## src/rtl/vx_tl_core_mem_adapter_if.sv

```systemverilog
// Bus bundles for the Vortex core/TileLink memory adapter.
// The core side carries the cache request/response pairs; the TL side carries the A/D channels.

interface vx_core_mem_if #(
   parameter int NUM_LANES   = 4,
   parameter int WORD_ADDR_W = 30,
   parameter int DTAG_W      = 8,
   parameter int ITAG_W      = 8
);
   logic                                   icache_req_valid;
   logic [WORD_ADDR_W-1:0]                 icache_req_addr;
   logic [ITAG_W-1:0]                      icache_req_tag;
   logic                                   icache_req_ready;
   logic                                   icache_rsp_valid;
   logic [31:0]                            icache_rsp_data;
   logic [ITAG_W-1:0]                      icache_rsp_tag;
   logic                                   icache_rsp_ready;

   logic [NUM_LANES-1:0]                   dcache_req_valid;
   logic [NUM_LANES-1:0]                   dcache_req_rw;
   logic [NUM_LANES-1:0][3:0]              dcache_req_byteen;
   logic [NUM_LANES-1:0][WORD_ADDR_W-1:0]  dcache_req_addr;
   logic [NUM_LANES-1:0][31:0]             dcache_req_data;
   logic [DTAG_W-1:0]                      dcache_req_tag;
   logic [NUM_LANES-1:0]                   dcache_req_ready;
   logic                                   dcache_rsp_valid;
   logic [NUM_LANES-1:0]                   dcache_rsp_tmask;
   logic [NUM_LANES-1:0][31:0]             dcache_rsp_data;
   logic [DTAG_W-1:0]                      dcache_rsp_tag;
   logic                                   dcache_rsp_ready;

   // The core is the master of its cache interfaces.
   modport master (
      output icache_req_valid, icache_req_addr, icache_req_tag, icache_rsp_ready,
      input  icache_req_ready, icache_rsp_valid, icache_rsp_data, icache_rsp_tag,
      output dcache_req_valid, dcache_req_rw, dcache_req_byteen, dcache_req_addr,
      output dcache_req_data, dcache_req_tag, dcache_rsp_ready,
      input  dcache_req_ready, dcache_rsp_valid, dcache_rsp_tmask, dcache_rsp_data, dcache_rsp_tag
   );

   modport slave (
      input  icache_req_valid, icache_req_addr, icache_req_tag, icache_rsp_ready,
      output icache_req_ready, icache_rsp_valid, icache_rsp_data, icache_rsp_tag,
      input  dcache_req_valid, dcache_req_rw, dcache_req_byteen, dcache_req_addr,
      input  dcache_req_data, dcache_req_tag, dcache_rsp_ready,
      output dcache_req_ready, dcache_rsp_valid, dcache_rsp_tmask, dcache_rsp_data, dcache_rsp_tag
   );
endinterface

interface vx_tl_mem_if #(
   parameter int NUM_LANES = 4,
   parameter int SRC_W     = 10
);
   logic                            imem_a_valid;
   logic [2:0]                      imem_a_opcode;
   logic [3:0]                      imem_a_size;
   logic [SRC_W-1:0]                imem_a_source;
   logic [31:0]                     imem_a_address;
   logic [3:0]                      imem_a_mask;
   logic [31:0]                     imem_a_data;
   logic                            imem_a_ready;
   logic                            imem_d_valid;
   logic [2:0]                      imem_d_opcode;
   logic [3:0]                      imem_d_size;
   logic [SRC_W-1:0]                imem_d_source;
   logic [31:0]                     imem_d_data;
   logic                            imem_d_ready;

   logic [NUM_LANES-1:0]            dmem_a_valid;
   logic [NUM_LANES-1:0][2:0]       dmem_a_opcode;
   logic [NUM_LANES-1:0][3:0]       dmem_a_size;
   logic [NUM_LANES-1:0][SRC_W-1:0] dmem_a_source;
   logic [NUM_LANES-1:0][31:0]      dmem_a_address;
   logic [NUM_LANES-1:0][3:0]       dmem_a_mask;
   logic [NUM_LANES-1:0][31:0]      dmem_a_data;
   logic [NUM_LANES-1:0]            dmem_a_ready;
   logic [NUM_LANES-1:0]            dmem_d_valid;
   logic [NUM_LANES-1:0][2:0]       dmem_d_opcode;
   logic [NUM_LANES-1:0][3:0]       dmem_d_size;
   logic [NUM_LANES-1:0][SRC_W-1:0] dmem_d_source;
   logic [NUM_LANES-1:0][31:0]      dmem_d_data;
   logic [NUM_LANES-1:0]            dmem_d_ready;

   // The adapter masters the A channels and consumes the D channels.
   modport master (
      output imem_a_valid, imem_a_opcode, imem_a_size, imem_a_source, imem_a_address,
      output imem_a_mask, imem_a_data, imem_d_ready,
      input  imem_a_ready, imem_d_valid, imem_d_opcode, imem_d_size, imem_d_source, imem_d_data,
      output dmem_a_valid, dmem_a_opcode, dmem_a_size, dmem_a_source, dmem_a_address,
      output dmem_a_mask, dmem_a_data, dmem_d_ready,
      input  dmem_a_ready, dmem_d_valid, dmem_d_opcode, dmem_d_size, dmem_d_source, dmem_d_data
   );

   modport slave (
      input  imem_a_valid, imem_a_opcode, imem_a_size, imem_a_source, imem_a_address,
      input  imem_a_mask, imem_a_data, imem_d_ready,
      output imem_a_ready, imem_d_valid, imem_d_opcode, imem_d_size, imem_d_source, imem_d_data,
      input  dmem_a_valid, dmem_a_opcode, dmem_a_size, dmem_a_source, dmem_a_address,
      input  dmem_a_mask, dmem_a_data, dmem_d_ready,
      output dmem_a_ready, dmem_d_valid, dmem_d_opcode, dmem_d_size, dmem_d_source, dmem_d_data
   );
endinterface

```

## src/rtl/vx_tl_core_mem_adapter.sv

```systemverilog
// Bridges Vortex icache/dcache ports onto TileLink-UL A/D channels and
// stretches an msip rising edge into a fixed-length core reset pulse.

module vx_tl_core_mem_adapter #(
   parameter int NUM_LANES       = 4,
   parameter int WORD_ADDR_W     = 30,
   parameter int DTAG_W          = 8,
   parameter int ITAG_W          = 8,
   parameter int SRC_W           = 10,
   parameter int INTR_RST_CYCLES = 6
) (
   input  logic          clock,
   input  logic          reset_n,
   input  logic          interrupts_msip,
   input  logic          busy,
   output logic          core_reset,
   output logic          cease,
   output logic          wfi,
   vx_core_mem_if.slave  core,
   vx_tl_mem_if.master   tl
);

   localparam logic [2:0] TL_PUT_FULL    = 3'd0;
   localparam logic [2:0] TL_PUT_PARTIAL = 3'd1;
   localparam logic [2:0] TL_GET         = 3'd4;
   localparam logic [2:0] TL_ACCESS_ACK  = 3'd0;
   localparam logic [3:0] RST_RELOAD     = 4'(INTR_RST_CYCLES);

   logic                 msip_q;
   logic [3:0]           cnt_q;
   logic [3:0]           cnt_d;
   logic [NUM_LANES-1:0] hit;
   logic [DTAG_W-1:0]    rspTag;
   logic                 unusedBits;

   // A fresh msip edge always reloads, even mid-pulse; otherwise count down to zero.
   always_comb begin
      cnt_d = cnt_q;
      if (!msip_q && interrupts_msip) begin
         cnt_d = RST_RELOAD;
      end else if (cnt_q != 4'd0) begin
         cnt_d = cnt_q - 4'd1;
      end else begin
         cnt_d = 4'd0;
      end
   end

   always_ff @(posedge clock or negedge reset_n) begin
      if (!reset_n) begin
         msip_q <= 1'b0;
         cnt_q  <= 4'd0;
      end else begin
         msip_q <= interrupts_msip;
         cnt_q  <= cnt_d;
      end
   end

   assign core_reset = !reset_n || (cnt_q != 4'd0);
   assign cease      = ~busy;
   assign wfi        = 1'b0;

   assign tl.imem_a_valid      = core.icache_req_valid;
   assign core.icache_req_ready = tl.imem_a_ready;
   assign tl.imem_a_opcode     = TL_GET;
   assign tl.imem_a_size       = 4'd2;
   assign tl.imem_a_source     = SRC_W'(core.icache_req_tag);
   assign tl.imem_a_address    = {core.icache_req_addr, 2'b00};
   assign tl.imem_a_mask       = 4'hF;
   assign tl.imem_a_data       = 32'd0;

   assign core.icache_rsp_valid = tl.imem_d_valid;
   assign core.icache_rsp_data  = tl.imem_d_data;
   assign core.icache_rsp_tag   = tl.imem_d_source[ITAG_W-1:0];
   assign tl.imem_d_ready       = core.icache_rsp_ready;

   for (genvar i = 0; i < NUM_LANES; i++) begin : gLane
      assign tl.dmem_a_valid[i]     = core.dcache_req_valid[i];
      assign core.dcache_req_ready[i] = tl.dmem_a_ready[i];
      assign tl.dmem_a_address[i]   = {core.dcache_req_addr[i], 2'b00};
      assign tl.dmem_a_source[i]    = SRC_W'(core.dcache_req_tag);
      assign tl.dmem_a_data[i]      = core.dcache_req_data[i];
      assign tl.dmem_a_mask[i]      = core.dcache_req_byteen[i];
      assign tl.dmem_a_size[i]      = 4'd2;
      assign tl.dmem_a_opcode[i]    = !core.dcache_req_rw[i]            ? TL_GET :
                                      (core.dcache_req_byteen[i] == 4'hF) ? TL_PUT_FULL :
                                                                            TL_PUT_PARTIAL;
      // Write acks carry no data, so they are hidden from the core but still drained.
      assign hit[i]                 = tl.dmem_d_valid[i] && (tl.dmem_d_opcode[i] != TL_ACCESS_ACK);
      assign tl.dmem_d_ready[i]     = core.dcache_rsp_ready;
   end

   // Highest-index valid lane wins the tag, acks included.
   always_comb begin
      rspTag = '0;
      for (int i = 0; i < NUM_LANES; i++) begin
         if (tl.dmem_d_valid[i]) begin
            rspTag = tl.dmem_d_source[i][DTAG_W-1:0];
         end
      end
   end

   assign core.dcache_rsp_valid = |hit;
   assign core.dcache_rsp_tmask = hit;
   assign core.dcache_rsp_data  = tl.dmem_d_data;
   assign core.dcache_rsp_tag   = rspTag;

   assign unusedBits = ^{tl.imem_d_opcode, tl.imem_d_size, tl.imem_d_source,
                         tl.dmem_d_size, tl.dmem_d_source};

endmodule

```

## src/flat_wrapper.sv

```systemverilog
// flat-port wrapper written by rule: the top's interface ports become plain ports
module vx_tl_core_mem_adapter_flat 
#(
   parameter int NUM_LANES       = 4,
   parameter int WORD_ADDR_W     = 30,
   parameter int DTAG_W          = 8,
   parameter int ITAG_W          = 8,
   parameter int SRC_W           = 10,
   parameter int INTR_RST_CYCLES = 6
)
  (clock, reset_n, interrupts_msip, busy, core_reset, cease, wfi, core_icache_req_valid, core_icache_req_addr, core_icache_req_tag, core_icache_rsp_ready, core_icache_req_ready, core_icache_rsp_valid, core_icache_rsp_data, core_icache_rsp_tag, core_dcache_req_valid, core_dcache_req_rw, core_dcache_req_byteen, core_dcache_req_addr, core_dcache_req_data, core_dcache_req_tag, core_dcache_rsp_ready, core_dcache_req_ready, core_dcache_rsp_valid, core_dcache_rsp_tmask, core_dcache_rsp_data, core_dcache_rsp_tag, tl_imem_a_valid, tl_imem_a_opcode, tl_imem_a_size, tl_imem_a_source, tl_imem_a_address, tl_imem_a_mask, tl_imem_a_data, tl_imem_d_ready, tl_imem_a_ready, tl_imem_d_valid, tl_imem_d_opcode, tl_imem_d_size, tl_imem_d_source, tl_imem_d_data, tl_dmem_a_valid, tl_dmem_a_opcode, tl_dmem_a_size, tl_dmem_a_source, tl_dmem_a_address, tl_dmem_a_mask, tl_dmem_a_data, tl_dmem_d_ready, tl_dmem_a_ready, tl_dmem_d_valid, tl_dmem_d_opcode, tl_dmem_d_size, tl_dmem_d_source, tl_dmem_d_data);
  vx_core_mem_if #(.NUM_LANES(NUM_LANES), .WORD_ADDR_W(WORD_ADDR_W), .DTAG_W(DTAG_W), .ITAG_W(ITAG_W)) core_i ();
  vx_tl_mem_if #(.NUM_LANES(NUM_LANES), .SRC_W(SRC_W)) tl_i ();
  input  logic clock;
  input  logic reset_n;
  input  logic interrupts_msip;
  input  logic busy;
  output logic core_reset;
  output logic cease;
  output logic wfi;
  input wire logic [$bits(core_i.icache_req_valid)-1:0] core_icache_req_valid;
  input wire logic [$bits(core_i.icache_req_addr)-1:0] core_icache_req_addr;
  input wire logic [$bits(core_i.icache_req_tag)-1:0] core_icache_req_tag;
  input wire logic [$bits(core_i.icache_rsp_ready)-1:0] core_icache_rsp_ready;
  output wire logic [$bits(core_i.icache_req_ready)-1:0] core_icache_req_ready;
  output wire logic [$bits(core_i.icache_rsp_valid)-1:0] core_icache_rsp_valid;
  output wire logic [$bits(core_i.icache_rsp_data)-1:0] core_icache_rsp_data;
  output wire logic [$bits(core_i.icache_rsp_tag)-1:0] core_icache_rsp_tag;
  input wire logic [$bits(core_i.dcache_req_valid)-1:0] core_dcache_req_valid;
  input wire logic [$bits(core_i.dcache_req_rw)-1:0] core_dcache_req_rw;
  input wire logic [$bits(core_i.dcache_req_byteen)-1:0] core_dcache_req_byteen;
  input wire logic [$bits(core_i.dcache_req_addr)-1:0] core_dcache_req_addr;
  input wire logic [$bits(core_i.dcache_req_data)-1:0] core_dcache_req_data;
  input wire logic [$bits(core_i.dcache_req_tag)-1:0] core_dcache_req_tag;
  input wire logic [$bits(core_i.dcache_rsp_ready)-1:0] core_dcache_rsp_ready;
  output wire logic [$bits(core_i.dcache_req_ready)-1:0] core_dcache_req_ready;
  output wire logic [$bits(core_i.dcache_rsp_valid)-1:0] core_dcache_rsp_valid;
  output wire logic [$bits(core_i.dcache_rsp_tmask)-1:0] core_dcache_rsp_tmask;
  output wire logic [$bits(core_i.dcache_rsp_data)-1:0] core_dcache_rsp_data;
  output wire logic [$bits(core_i.dcache_rsp_tag)-1:0] core_dcache_rsp_tag;
  output wire logic [$bits(tl_i.imem_a_valid)-1:0] tl_imem_a_valid;
  output wire logic [$bits(tl_i.imem_a_opcode)-1:0] tl_imem_a_opcode;
  output wire logic [$bits(tl_i.imem_a_size)-1:0] tl_imem_a_size;
  output wire logic [$bits(tl_i.imem_a_source)-1:0] tl_imem_a_source;
  output wire logic [$bits(tl_i.imem_a_address)-1:0] tl_imem_a_address;
  output wire logic [$bits(tl_i.imem_a_mask)-1:0] tl_imem_a_mask;
  output wire logic [$bits(tl_i.imem_a_data)-1:0] tl_imem_a_data;
  output wire logic [$bits(tl_i.imem_d_ready)-1:0] tl_imem_d_ready;
  input wire logic [$bits(tl_i.imem_a_ready)-1:0] tl_imem_a_ready;
  input wire logic [$bits(tl_i.imem_d_valid)-1:0] tl_imem_d_valid;
  input wire logic [$bits(tl_i.imem_d_opcode)-1:0] tl_imem_d_opcode;
  input wire logic [$bits(tl_i.imem_d_size)-1:0] tl_imem_d_size;
  input wire logic [$bits(tl_i.imem_d_source)-1:0] tl_imem_d_source;
  input wire logic [$bits(tl_i.imem_d_data)-1:0] tl_imem_d_data;
  output wire logic [$bits(tl_i.dmem_a_valid)-1:0] tl_dmem_a_valid;
  output wire logic [$bits(tl_i.dmem_a_opcode)-1:0] tl_dmem_a_opcode;
  output wire logic [$bits(tl_i.dmem_a_size)-1:0] tl_dmem_a_size;
  output wire logic [$bits(tl_i.dmem_a_source)-1:0] tl_dmem_a_source;
  output wire logic [$bits(tl_i.dmem_a_address)-1:0] tl_dmem_a_address;
  output wire logic [$bits(tl_i.dmem_a_mask)-1:0] tl_dmem_a_mask;
  output wire logic [$bits(tl_i.dmem_a_data)-1:0] tl_dmem_a_data;
  output wire logic [$bits(tl_i.dmem_d_ready)-1:0] tl_dmem_d_ready;
  input wire logic [$bits(tl_i.dmem_a_ready)-1:0] tl_dmem_a_ready;
  input wire logic [$bits(tl_i.dmem_d_valid)-1:0] tl_dmem_d_valid;
  input wire logic [$bits(tl_i.dmem_d_opcode)-1:0] tl_dmem_d_opcode;
  input wire logic [$bits(tl_i.dmem_d_size)-1:0] tl_dmem_d_size;
  input wire logic [$bits(tl_i.dmem_d_source)-1:0] tl_dmem_d_source;
  input wire logic [$bits(tl_i.dmem_d_data)-1:0] tl_dmem_d_data;
  assign core_i.icache_req_valid = core_icache_req_valid;
  assign core_i.icache_req_addr = core_icache_req_addr;
  assign core_i.icache_req_tag = core_icache_req_tag;
  assign core_i.icache_rsp_ready = core_icache_rsp_ready;
  assign core_icache_req_ready = core_i.icache_req_ready;
  assign core_icache_rsp_valid = core_i.icache_rsp_valid;
  assign core_icache_rsp_data = core_i.icache_rsp_data;
  assign core_icache_rsp_tag = core_i.icache_rsp_tag;
  assign core_i.dcache_req_valid = core_dcache_req_valid;
  assign core_i.dcache_req_rw = core_dcache_req_rw;
  assign core_i.dcache_req_byteen = core_dcache_req_byteen;
  assign core_i.dcache_req_addr = core_dcache_req_addr;
  assign core_i.dcache_req_data = core_dcache_req_data;
  assign core_i.dcache_req_tag = core_dcache_req_tag;
  assign core_i.dcache_rsp_ready = core_dcache_rsp_ready;
  assign core_dcache_req_ready = core_i.dcache_req_ready;
  assign core_dcache_rsp_valid = core_i.dcache_rsp_valid;
  assign core_dcache_rsp_tmask = core_i.dcache_rsp_tmask;
  assign core_dcache_rsp_data = core_i.dcache_rsp_data;
  assign core_dcache_rsp_tag = core_i.dcache_rsp_tag;
  assign tl_imem_a_valid = tl_i.imem_a_valid;
  assign tl_imem_a_opcode = tl_i.imem_a_opcode;
  assign tl_imem_a_size = tl_i.imem_a_size;
  assign tl_imem_a_source = tl_i.imem_a_source;
  assign tl_imem_a_address = tl_i.imem_a_address;
  assign tl_imem_a_mask = tl_i.imem_a_mask;
  assign tl_imem_a_data = tl_i.imem_a_data;
  assign tl_imem_d_ready = tl_i.imem_d_ready;
  assign tl_i.imem_a_ready = tl_imem_a_ready;
  assign tl_i.imem_d_valid = tl_imem_d_valid;
  assign tl_i.imem_d_opcode = tl_imem_d_opcode;
  assign tl_i.imem_d_size = tl_imem_d_size;
  assign tl_i.imem_d_source = tl_imem_d_source;
  assign tl_i.imem_d_data = tl_imem_d_data;
  assign tl_dmem_a_valid = tl_i.dmem_a_valid;
  assign tl_dmem_a_opcode = tl_i.dmem_a_opcode;
  assign tl_dmem_a_size = tl_i.dmem_a_size;
  assign tl_dmem_a_source = tl_i.dmem_a_source;
  assign tl_dmem_a_address = tl_i.dmem_a_address;
  assign tl_dmem_a_mask = tl_i.dmem_a_mask;
  assign tl_dmem_a_data = tl_i.dmem_a_data;
  assign tl_dmem_d_ready = tl_i.dmem_d_ready;
  assign tl_i.dmem_a_ready = tl_dmem_a_ready;
  assign tl_i.dmem_d_valid = tl_dmem_d_valid;
  assign tl_i.dmem_d_opcode = tl_dmem_d_opcode;
  assign tl_i.dmem_d_size = tl_dmem_d_size;
  assign tl_i.dmem_d_source = tl_dmem_d_source;
  assign tl_i.dmem_d_data = tl_dmem_d_data;
  vx_tl_core_mem_adapter #(.NUM_LANES(NUM_LANES), .WORD_ADDR_W(WORD_ADDR_W), .DTAG_W(DTAG_W), .ITAG_W(ITAG_W), .SRC_W(SRC_W), .INTR_RST_CYCLES(INTR_RST_CYCLES)) u_core (.clock(clock), .reset_n(reset_n), .interrupts_msip(interrupts_msip), .busy(busy), .core_reset(core_reset), .cease(cease), .wfi(wfi), .core(core_i), .tl(tl_i));
endmodule
```

## config.mk

```make
export PLATFORM = sky130hd
export DESIGN_NAME = vx_tl_core_mem_adapter_flat
export DESIGN_NICKNAME = d
export VERILOG_FILES = /design/src/rtl/vx_tl_core_mem_adapter_if.sv /design/src/rtl/vx_tl_core_mem_adapter.sv /design/src/flat_wrapper.sv
export SDC_FILE = /design/constraint.sdc
export NUM_CORES = 1
export LEC_CHECK = 0
export BUFFER_PORTS_ARGS = -buffer_cell sky130_fd_sc_hd__buf_2
export CAP_MARGIN = 0
export CORE_AREA = 2 2 467 469
export CTS_BUF_LIST = sky130_fd_sc_hd__clkbuf_4
export CTS_CLUSTER_DIAMETER = 50
export DETAILED_ROUTE_END_ITERATION = 10
export DIE_AREA = 0 0 469 471
export PLACE_DENSITY = 0.3
export SLEW_MARGIN = 15
export SYNTH_ARGS = -nofsm -noshare
export SYNTH_HDL_FRONTEND = slang
export SYNTH_SLANG_ARGS = --single-unit
```

## constraint.sdc

```tcl
create_clock -name clock -period 1.7 [get_ports clock]
set_clock_uncertainty 0.15 [all_clocks]
set_input_delay 0.425 -clock clock [delete_from_list [all_inputs] [get_ports clock]]
set_output_delay 0.425 -clock clock [all_outputs]
set_load 0.03 [all_outputs]
```

Word level (Yosys, flattened, before mapping)
Cells that the tools add are included.
{"block": "word_totals", "regBits": 5, "inputBits": 580, "out_inout_bits": 625, "word_cells": 36}
{"block": "op_classes", "add_sub_neg": 1, "eq_ne": 4, "mux": 14, "bitwise_logic": 1, "n_reduce_logical": 14}
{"operator": "$mux 8", "n": 4}
{"operator": "$eq 4x4->1 const B", "n": 4}
{"operator": "$mux 3", "n": 4}
{"operator": "$reduce_bool 3->1", "n": 4}
{"operator": "$mux 4", "n": 2}
{"operator": "$logic_and 1x1->1", "n": 5}
{"operator": "$mux 1", "n": 4}
{"operator": "$reduce_bool 4->1", "n": 1}
{"operator": "$reduce_or 4->1", "n": 1}
{"operator": "$sub 4x1->4 const B", "n": 1}
{"operator": "$logic_not 1->1", "n": 2}
{"operator": "$logic_or 1x1->1", "n": 1}
{"operator": "$not 1->1", "n": 1}

Depth between registers and ports, before layout
{"block": "depth", "depth_word": 4, "depth_mapped": 5, "mapped_depth_nobuf": 3}

Least setup slack after synthesis
OpenSTA, ideal clock, no wires.
{"block": "synth_timing", "kind": "input-to-output", "from": "input port tl_dmem_d_valid[1]", "to": "output port core_dcache_rsp_tag[0]", "arrival_ps": 1713, "required_ps": 1125, "path_slack_ps": -588, "stages": 5, "n_path_buf": 2, "cell_sequence": "buf_2 > nor2b_1 > buf_2 > a221oi_1 > o31ai_1"}
{"block": "synth_between", "elab_chain_len": 3}
{"element": "start: declaration", "line_no": "flat_wrapper.sv:64", "source": "input wire logic [$bits(tl_i.dmem_d_valid)-1:0] tl_dmem_d_valid;"}
{"element": "$mux 8 (3 in series)", "line_no": "vx_tl_core_mem_adapter.sv:96", "source": "if (tl.dmem_d_valid[i]) begin"}
{"element": "end: declaration", "line_no": "flat_wrapper.sv:40", "source": "output wire logic [$bits(core_i.dcache_rsp_tag)-1:0] core_dcache_rsp_tag;"}
No other way between the ends.

Worst setup path after layout
{"block": "layout_timing", "from": "input port tl_dmem_d_opcode[8]", "to": "output port core_dcache_rsp_valid"}
{"block": "layout_between", "elab_chain_len": 3}
{"element": "start: declaration", "line_no": "flat_wrapper.sv:65", "source": "input wire logic [$bits(tl_i.dmem_d_opcode)-1:0] tl_dmem_d_opcode;"}
{"element": "$reduce_bool 3->1", "line_no": "vx_tl_core_mem_adapter.sv:88", "source": "assign hit[i] = tl.dmem_d_valid[i] && (tl.dmem_d_opcode[i] != TL_ACCESS_ACK);"}
{"element": "$logic_and 1x1->1", "line_no": "vx_tl_core_mem_adapter.sv:88"}
{"element": "$reduce_or 4->1", "line_no": "vx_tl_core_mem_adapter.sv:102", "source": "assign core.dcache_rsp_valid = |hit;"}
{"element": "end: declaration", "line_no": "flat_wrapper.sv:37", "source": "output wire logic [$bits(core_i.dcache_rsp_valid)-1:0] core_dcache_rsp_valid;"}
No other way between the ends.

==> metrics.txt <==
Synth top area share 0.893; R2R setup slack 620 ps; Total GRT Usage 0.102; Hold WC Path Type input pin to flip-flop; initial antenna violation count between 40 and 50; P_leak around 0.0013 uW; Detail Route Antenna Nets 0; total grt overflow 0; Starting Density 0.0234; status finished with violations; share of layout cells above drive strength 1 0.595; Rows about 170; ranking of synthesized cells by area buf_4, dfrtp_1, a221oi_1; gp weighted congestion about 0.76; CTS buffer count 3; Worst-Skew Late Latency 240 ps; initial DRC count 97; sw frac 0.559; clk sinks 5; Final Hold Viols 0; largest stage delay on the critical path between 500 and 600 ps; Distinct cells, synth 19; largest net degree at the start of global routing 11; Warnings, synthesis 0; largest area contributor in the netlist buf_4; Layout Nets about 880; setup violators final 12; Gate Count Post-Synth around 680; CTS clk-pin slew, worst paths roughly 40 ps; Critical Path RT approximately 1100 ps; RSZ-0062 raised after global routing yes; Pwr Total 1450 uW; max cap viols 0; Die Footprint about 220000 um2; H-tree Lvls 1; Pins Over Slew Limit 0; Mapped Avg Cell Area approximately 7.5 um2; I/O pin count around 1200; 1st-pass router iterations 4; crit-path cells buf_6 -> o31a_4 -> or4_4 -> buf_12; part of the power in registers 0.142; Gate power share 0.751; Worst Path Max Fanout 2; dpl hpwl 116000 um; Max VDD drop between 0.15 and 0.2 mV; pwr/cell area around 240 nW/um2; vias in the first global route ~2500; net switching power just over 800 uW; crit-path leading delay family simple AND/OR/NAND/NOR gates; synthesized flop and latch total 5; core area ~220000 um2; Clock Power Share 0.107; Fmax ~460 MHz; worst setup margin -496 ps; Residual DRC 0; period utilization 1.29; first-pass GRT wire length between 100000 and 150000 um; synthesized area a little over 5000 um2; chip width between 400 and 500 um; crit path kind input pin to output port; DR vias/cell 0.872; register area share after synthesis 0.0247; P&R area growth vs syn 17.9%; CP bufs+invs 2; port bufs 110; Root Driver clkbuf_4; startpoint types input pin; internal power 641 uW; Worst Path Arrival around 1600 ps; Die Y between 400 and 500 um; violated checks setup timing; CTS tree done; critical path's slowest cell or4_4; DR WL/cell approximately 38 um; post-layout minimum cycle time approximately 2200 ps; pre-CTS setup slack -916 ps; CP endpoint kind output port; clock buffer depth 2; Total Wirelength roughly 120000 um; via count between 2000 and 3000
## logic make-up (layout without fill, tap and decap cells)
group,Yosys count,in the layout,share of synthesized area
AO/OA/AOI/OAI,28,28,0.0440
AND/OR/NAND/NOR,29,29,0.0287
buffers and inverters,612,148,0.901
other,2,90,0.00148
flip-flops,5,5,0.0247
## power by group through the flow
stage / clock (uW) / sequential [uW] / combinational (uW)
after floorplan: 0 / 193 / 2940
after global placement: 0 / 201 / 996
after detailed placement: 0 / 203 / 1000
after CTS: 161 / 203 / 1100
after global routing: 171 / 209 / 1170
final: 156 / 206 / 1090
## state kept, by name, summed over array words and instances, names as in the netlist
signal         count
u_core.cnt_q       4
u_core.msip_q      1
## Yosys cell counts
cell and number:
nor3_1 3, o31ai_1 9, nand2_1 10, or4_1 1, nor2b_1 10, nand2b_1 1, a21oi_1 2, clkbuf_1 3
inv_1 5, buf_4 602, o21ai_0 1, conb_1 2, dfrtp_1 5, a41oi_1 4, buf_2 2, nor2_1 3
o31a_1 4, nand3_1 1, a221oi_1 8
## metal layers
| metal | vias to the layer above | GRT usage | share of wire | wire (um) |
|---|---|---|---|---|
| met3 | 256 | 0.201 | 0.43 | 50600 |
| met5 | - | 0.00966 | 0.0031 | 365 |
| met1 | 783 | 0.0305 | 0.10 | 11800 |
| met2 | 1041 | 0.159 | 0.43 | 51400 |
| li1 | 651 | - | - | - |
| met4 | 20 | 0.0279 | 0.036 | 4310 |
## placed cells by master (no fill, tap or decap), types with 2 or more instances in the layout
cell / synthesis / final
conb_1: 2 / 84
nor2b_4: 0 / 7
nor2b_1: 10 / 3
nor2_1: 3 / 2
o31a_1: 4 / 2
dfrtp_1: 5 / 5
buf_2: 2 / 88
nand2_1: 10 / 8
buf_4: 602 / 11
diode_2: 0 / 6
buf_16: 0 / 2
a221oi_4: 0 / 6
clkbuf_4: 0 / 4
a21oi_1: 2 / 2
a41oi_2: 0 / 4
buf_8: 0 / 3
buf_6: 0 / 15
inv_1: 5 / 5
nand2_2: 0 / 2
buf_12: 0 / 19
nor3_1: 3 / 3
o31ai_4: 0 / 8
a221oi_2: 0 / 2
o31a_4: 0 / 2
## path summary, 6_finish.rpt
check,start,endpoint,depth (start not counted)
worst max-delay path,tl_dmem_d_opcode[8],core_dcache_rsp_valid,4
worst max register to register,u_core.cnt_q[1],u_core.cnt_q[2],3
worst min-delay path,interrupts_msip,u_core.msip_q,1
max in group asynchronous,reset_n,u_core.cnt_q[2],2
worst min register to register,u_core.cnt_q[0],u_core.cnt_q[0],1
min in group asynchronous,reset_n,u_core.cnt_q[1],2
## final cells by class
class,count,area (um2)
Inverter,5,18.8
Tap cell,2854,3570
Clock buffer,4,30.0
Multi-Input combinational cell,141,1020
Antenna cell,6,15.0
Sequential cell,5,125
Timing Repair Buffer,139,1180
Fill cell,25820,210000
## timing repair
action	CTS	global route
cloned	1	0
pin swaps	10	10
buffers inserted	12	3
resized for setup	47	20
hold buffers	1	0
hold endpoints to repair	5	0
endpoints found under the setup margin	13	14
## per-stage QoR
step	setup TNS, ps	hold slack, ps	utilization	std cells	instance area [um2]
after floorplan	-1730	-20.6	-	758	5590
after global placement	-6870	102	0.0254	3130	5490
after detailed placement	-6950	102	0.0254	3130	5490
after CTS	-3780	160	0.0271	3146	5850
after global routing	-3510	157	0.0276	3152	5960
final	-3130	167	0.0276	3154	5960
(Power assumes the default switching activity.)
